==> src/rtl/riscv_mc_ctrl.sv <==
// riscv_mc_ctrl: multicycle RV32I control FSM with memory handshake, sticky trap and retired-instruction counter
module riscv_mc_ctrl #(
  parameter int XLen = 32
) (
  input  logic            clk_i,
  input  logic            rst_ni,
  input  logic [6:0]      op_i,
  input  logic [2:0]      funct3_i,
  input  logic            funct7b5_i,
  input  logic            zero_i,
  input  logic            mem_ready_i,
  output logic            mem_req_o,
  output logic            mem_write_o,
  output logic            adr_src_o,
  output logic            ir_write_o,
  output logic            pc_write_o,
  output logic            reg_write_o,
  output logic [1:0]      result_src_o,
  output logic [1:0]      alu_src_a_o,
  output logic [1:0]      alu_src_b_o,
  output logic [2:0]      alu_control_o,
  output logic [2:0]      imm_src_o,
  output logic            illegal_o,
  output logic [XLen-1:0] instret_o
);
  typedef enum logic [3:0] {
    FETCH, DECODE, MEMADR, MEMREAD, MEMWB, MEMWRITE, EXECR, EXECI, ALUWB, BEQ, JAL, LUI, TRAP
  } state_t;
  state_t state, state_next;
  logic [2:0] alu_f3;
  logic retire;
  always_ff @(posedge clk_i or negedge rst_ni)
    if (!rst_ni) state <= FETCH;
    else state <= state_next;
  always_comb begin
    state_next = state;
    case (state)
      FETCH:    state_next = mem_ready_i ? DECODE : FETCH;
      DECODE:   state_next = (op_i == 7'b0000011 || op_i == 7'b0100011) ? MEMADR :
                             op_i == 7'b0110011 ? EXECR :
                             op_i == 7'b0010011 ? EXECI :
                             op_i == 7'b1100011 ? BEQ :
                             op_i == 7'b1101111 ? JAL :
                             op_i == 7'b0110111 ? LUI : TRAP;
      MEMADR:   state_next = op_i == 7'b0000011 ? MEMREAD : MEMWRITE;
      MEMREAD:  state_next = mem_ready_i ? MEMWB : MEMREAD;
      MEMWRITE: state_next = mem_ready_i ? FETCH : MEMWRITE;
      EXECR, EXECI, JAL, LUI: state_next = ALUWB;
      MEMWB, ALUWB, BEQ: state_next = FETCH;
      default:  state_next = TRAP;
    endcase
  end
  // Shared funct3 decode; only the 000 case differs between R-type and I-type
  always_comb
    alu_f3 = funct3_i == 3'b111 ? 3'b010 :
             funct3_i == 3'b110 ? 3'b011 :
             funct3_i == 3'b100 ? 3'b100 :
             funct3_i == 3'b010 ? 3'b101 : 3'b000;
  always_comb begin
    mem_req_o     = 1'b0;
    mem_write_o   = 1'b0;
    adr_src_o     = 1'b0;
    ir_write_o    = 1'b0;
    pc_write_o    = 1'b0;
    reg_write_o   = 1'b0;
    result_src_o  = 2'b00;
    alu_src_a_o   = 2'b00;
    alu_src_b_o   = 2'b00;
    alu_control_o = 3'b000;
    illegal_o     = 1'b0;
    case (state)
      FETCH: begin
        mem_req_o    = 1'b1;
        alu_src_b_o  = 2'b10;
        result_src_o = 2'b10;
        ir_write_o   = mem_ready_i;
        pc_write_o   = mem_ready_i;
      end
      DECODE: begin
        alu_src_a_o = 2'b01;
        alu_src_b_o = 2'b01;
      end
      MEMADR: begin
        alu_src_a_o = 2'b10;
        alu_src_b_o = 2'b01;
      end
      MEMREAD: begin
        mem_req_o = 1'b1;
        adr_src_o = 1'b1;
      end
      MEMWB: begin
        result_src_o = 2'b01;
        reg_write_o  = 1'b1;
      end
      MEMWRITE: begin
        mem_req_o   = 1'b1;
        mem_write_o = 1'b1;
        adr_src_o   = 1'b1;
      end
      EXECR: begin
        alu_src_a_o   = 2'b10;
        alu_control_o = (funct3_i == 3'b000 && funct7b5_i) ? 3'b001 : alu_f3;
      end
      EXECI: begin
        alu_src_a_o   = 2'b10;
        alu_src_b_o   = 2'b01;
        alu_control_o = alu_f3;
      end
      ALUWB: reg_write_o = 1'b1;
      BEQ: begin
        alu_src_a_o   = 2'b10;
        alu_control_o = 3'b001;
        pc_write_o    = zero_i;
      end
      JAL: begin
        alu_src_a_o = 2'b01;
        alu_src_b_o = 2'b10;
        pc_write_o  = 1'b1;
      end
      LUI: begin
        alu_src_a_o = 2'b11;
        alu_src_b_o = 2'b01;
      end
      TRAP: illegal_o = 1'b1;
      default: illegal_o = 1'b0;
    endcase
  end
  always_comb
    imm_src_o = (op_i == 7'b0000011 || op_i == 7'b0010011) ? 3'b000 :
                op_i == 7'b0100011 ? 3'b001 :
                op_i == 7'b1100011 ? 3'b010 :
                op_i == 7'b1101111 ? 3'b011 :
                op_i == 7'b0110111 ? 3'b100 : 3'b000;
  assign retire = state_next == FETCH &&
                  (state == MEMWB || state == MEMWRITE || state == ALUWB || state == BEQ);
  always_ff @(posedge clk_i or negedge rst_ni)
    if (!rst_ni) instret_o <= '0;
    else if (retire) instret_o <= instret_o + XLen'(1);
endmodule
==> config.mk <==
export PLATFORM = sky130hd
export DESIGN_NAME = riscv_mc_ctrl
export DESIGN_NICKNAME = d
export VERILOG_FILES = /design/src/rtl/riscv_mc_ctrl.sv
export SDC_FILE = /design/constraint.sdc
export NUM_CORES = 1
export LEC_CHECK = 0
export CAP_MARGIN = 10
export CORE_AREA = 3 3 96 98
export DETAILED_ROUTE_END_ITERATION = 8
export DIE_AREA = 0 0 99 101
export PLACE_DENSITY = 0.57
export SYNTH_ARGS = -nofsm -noshare
export SYNTH_HDL_FRONTEND = slang
export SYNTH_SLANG_ARGS = --single-unit
==> constraint.sdc <==
create_clock -name clk_i -period 2 [get_ports clk_i]
set_input_delay 0.2 -clock clk_i [delete_from_list [all_inputs] [get_ports clk_i]]
set_output_delay 0.2 -clock clk_i [all_outputs]
set_load 0.05 [all_outputs]
==> summary.md <==
| Metric | Value |
|---|---|
| Status | `finished clean` |
| Worst slew pin tran | `0.5544 ns` |
| Core footprint | `0.008551 mm^2` |
| Gate power share | `6.3%` |
| Finished Layout Cells | `424` |
| PortBufs | `65` |
| Drt pass-1 iters | `4` |
| Cell mode on critical path | `buf_4` |
| Worst min path class | `in2async` |
| Clock Tree Buf Depth | `2` |
| Sw Ratio | `21.76%` |
| Cell variety after synth | `53` |
| # setup viols final | `0` |
| Critical Path, Cell by Cell | `buf_4, buf_4, nor3_1, a21o_1, buf_4` |
| Post-synthesis sequential area ratio | `39.74%` |
| Clock Power Share | `43.9%` |
| Dpl cell area | `0.003306 mm^2` |
| Routability cong. | `0.7808` |
| Worst rel slew slack | `62.92%` |
| Post-DP HPWL | `4346 um` |
| CP Launch Type | `flip-flop` |
| Pwr dens | `423.9 mW/mm^2` |
| Post-route ant nets | `0` |
| Seq pwr share | `49.9%` |
| Number of enable flip-flop cells after synthesis | `0` |
| Syn Nets | `251` |
| Final worst path period need | `1.937 ns` |
| Clock root buffer | `clkbuf_8` |
| Total gr overflow | `0` |
| Flops & latches, synth | `36` |
| CTS tree | `done` |
| Largest net degree at the start of global routing | `37` |
| Pint | `0.001141 W` |
| Global-route wire length before repair | `9356 um` |
| Clk_skew | `0.007769 ns` |
| Max-cap violations | `0` |
| Placed Cells | `416` |
| CTS H-tree depth | `2` |
| Via count | `2080` |
| Most frequent cells in the layout | `46 x clkdlybuf4s50_1, 35 x dfrtp_1, 28 x xnor2_1, 24 x buf_4, 18 x nand4_1` |
| I/O pin count | `66` |
| Routed WL per cell | `13.52 um` |
| Final Hold Fails | `0` |
| Num Clock Sinks | `36` |
| Setup WS post-layout | `0.06340 ns` |
| Worst Path Required | `1.80 ns` |
| Row count | `34` |
| Drt drc | `0` |
| 1st-iter DRT viols | `77` |
| GRT Total Usage | `11.41%` |
| CP Data Arrival Time | `1.74 ns` |
| Peak Freq | `516.4 MHz` |
| Die X | `99 um` |
| CTS Buf Count | `5` |
| Fraction of registers with async set/reset | `100.0%` |
| Die Ht | `101 um` |
| Clock Latency Late Sink | `0.29 ns` |
| Full die area | `0.009999 mm^2` |
| Synthesized area per cell | `9.648 um^2` |
| Vias in the first global route | `2011` |
| # diodes | `0` |
| Clk slew on worst S/H paths | `0.08 ns` |
| Mapped Cells | `235` |
| Nets | `331` |
| Leak | `1.270 nW` |
| Synthesized cell area | `0.002267 mm^2` |
| Post-CTS Setup Inserts | `0` |
| Top FF cell, synth | `dfrtp_1` |
| VDD IR-drop max | `0.1829 mV` |
| Multi-input logic area | `0.001300 mm^2` |
| Synth warn | `0` |
| Vias/cell | `4.906` |
| # fillers | `850` |
| Pre-CTS WS | `-0.04070 ns` |
| Starting Density | `26.51%` |
| Most common cell after layout, fill and taps aside | `clkdlybuf4s50_1` |
| WS Path Type | `reg2out` |
| Initial antenna violation count | `0` |
| Final Cycle Share | `96.83%` |
| Layout cells sized above 1 | `23.73%` |
| Tot Pwr | `0.001459 W` |
| Psw | `0.0003174 W` |
| Endpoint type of the worst setup path | `output port` |
| Fin area | `0.003441 mm^2` |
| RSZ-0062 raised after global routing | `true` |
| Critical Path Slowest Stage Cell | `dfrtp_1` |
| Fin. max-slew vios | `0` |
| Critical Path Max Stage Delay | `0.39 ns` |
| Crit Path Max Fanout | `14` |
| Routed wire length | `5731 um` |
| Layout area overhead | `51.77%` |
| Hold_buf cts | `0` |
| Register area | `902.1 um^2` |
==> Yosys cell counts (2+ instances only) <==
master	instances	area, um^2
nand2_1	14	52.55
xnor2_1	28	245.2
nor3b_1	3	22.52
nor4_2	2	25.02
inv_1	3	11.26
and2_1	2	12.51
nand3_1	14	70.07
nor3_1	13	65.06
a21oi_1	5	25.02
nand2b_1	7	43.79
o21ai_0	10	50.05
buf_6	3	33.78
or3_1	2	12.51
clkbuf_8	5	68.82
a211oi_1	2	15.01
nand4_1	18	112.6
xor2_1	7	61.31
and4_1	2	17.52
buf_2	3	15.01
dfrtp_1	36	900.9
nor4b_1	2	17.52
nor2_1	14	52.55
and3_1	3	18.77
nor3_2	2	20.02
nor4_1	4	25.02
nor2b_1	4	25.02
==> routing by layer <==
metal  up-vias  track usage, %  routed length [um]
met5         -               0                   0
met4         0           3.887                  85
met3         8           2.768                 444
met2        77           18.29                2672
met1       985           15.07                2529
li1       1010               -                   -
==> worst max-delay path: cells and delay by family, from the launching register on <==
kind | cells | cell delay, ns
compound gates | 1 | 0.14
buf+inv | 3 | 0.57
simple gates | 1 | 0.35
flops | 1 | 0.39
==> power by group through the flow <==
stage	combinational (W)	clock (W)	sequential [W]
floorplan	0.0000325	0	0.000742
detailed placement	0.0000926	0	0.000742
global placement	0.0000924	0	0.000742
CTS	0.0000931	0.000657	0.000727
global route	0.000101	0.000687	0.000727
finish	0.0000916	0.000640	0.000727
==> state kept, by name, indices dropped and copies added (netlist names) <==
name and flops:
instret_o 32, state 4
==> worst paths after layout <==
kind,start,endpoint,slack (ns),depth (start not counted)
setup / recovery,state[3],alu_src_b_o[0],0.06,5
hold / removal,rst_ni,instret_o[27],0.33,2
setup reg to reg,instret_o[6],instret_o[21],0.28,4
hold reg to reg,instret_o[29],instret_o[29],0.50,1
max in group asynchronous,rst_ni,state[0],1.32,2
min in group clk_i,instret_o[29],instret_o[29],0.50,1
==> through the flow <==
step | TNS [ns] | util [%] | hold WS, ns
after floorplan | -0.4721 | - | -0.09559
after global placement | -0.1250 | 38.66 | 0.4856
after detailed placement | -0.1769 | 38.66 | 0.4856
after CTS | 0 | 39.99 | 0.3502
after global routing | -0.1135 | 40.24 | 0.3629
final | 0 | 40.24 | 0.3305
==> final cells by class <==
| type | instances | share of cell area (%) |
|---|---|---|
| clock buffers | 5 | 2.000 |
| flip-flops and latches | 36 | 26.22 |
| inverters | 3 | 0.3273 |
| well taps | 108 | 3.927 |
| repair buffers | 87 | 28.51 |
| multi-input cells | 182 | 37.78 |
| clock inverters | 3 | 1.236 |
==> cells by family after synthesis <==
| logic type | synth area share, % |
|---|---|
| AOI/OAI and AO/OA | 8.114 |
| muxes | 0.4967 |
| xor gates and xnor gates | 13.52 |
| and+or+nand+nor | 31.18 |
| DFF | 39.73 |
| buffers and inverters | 6.401 |
| adders and majority gates | 0.5518 |
==> repair_timing <==
action,in CTS,in global routing
endpoints found under the setup margin,1,15
resized for setup,1,5
pin swaps,0,0
cloned,0,0
hold endpoints to repair,0,0
No activity file was read; power rests on OpenSTA's default activity.
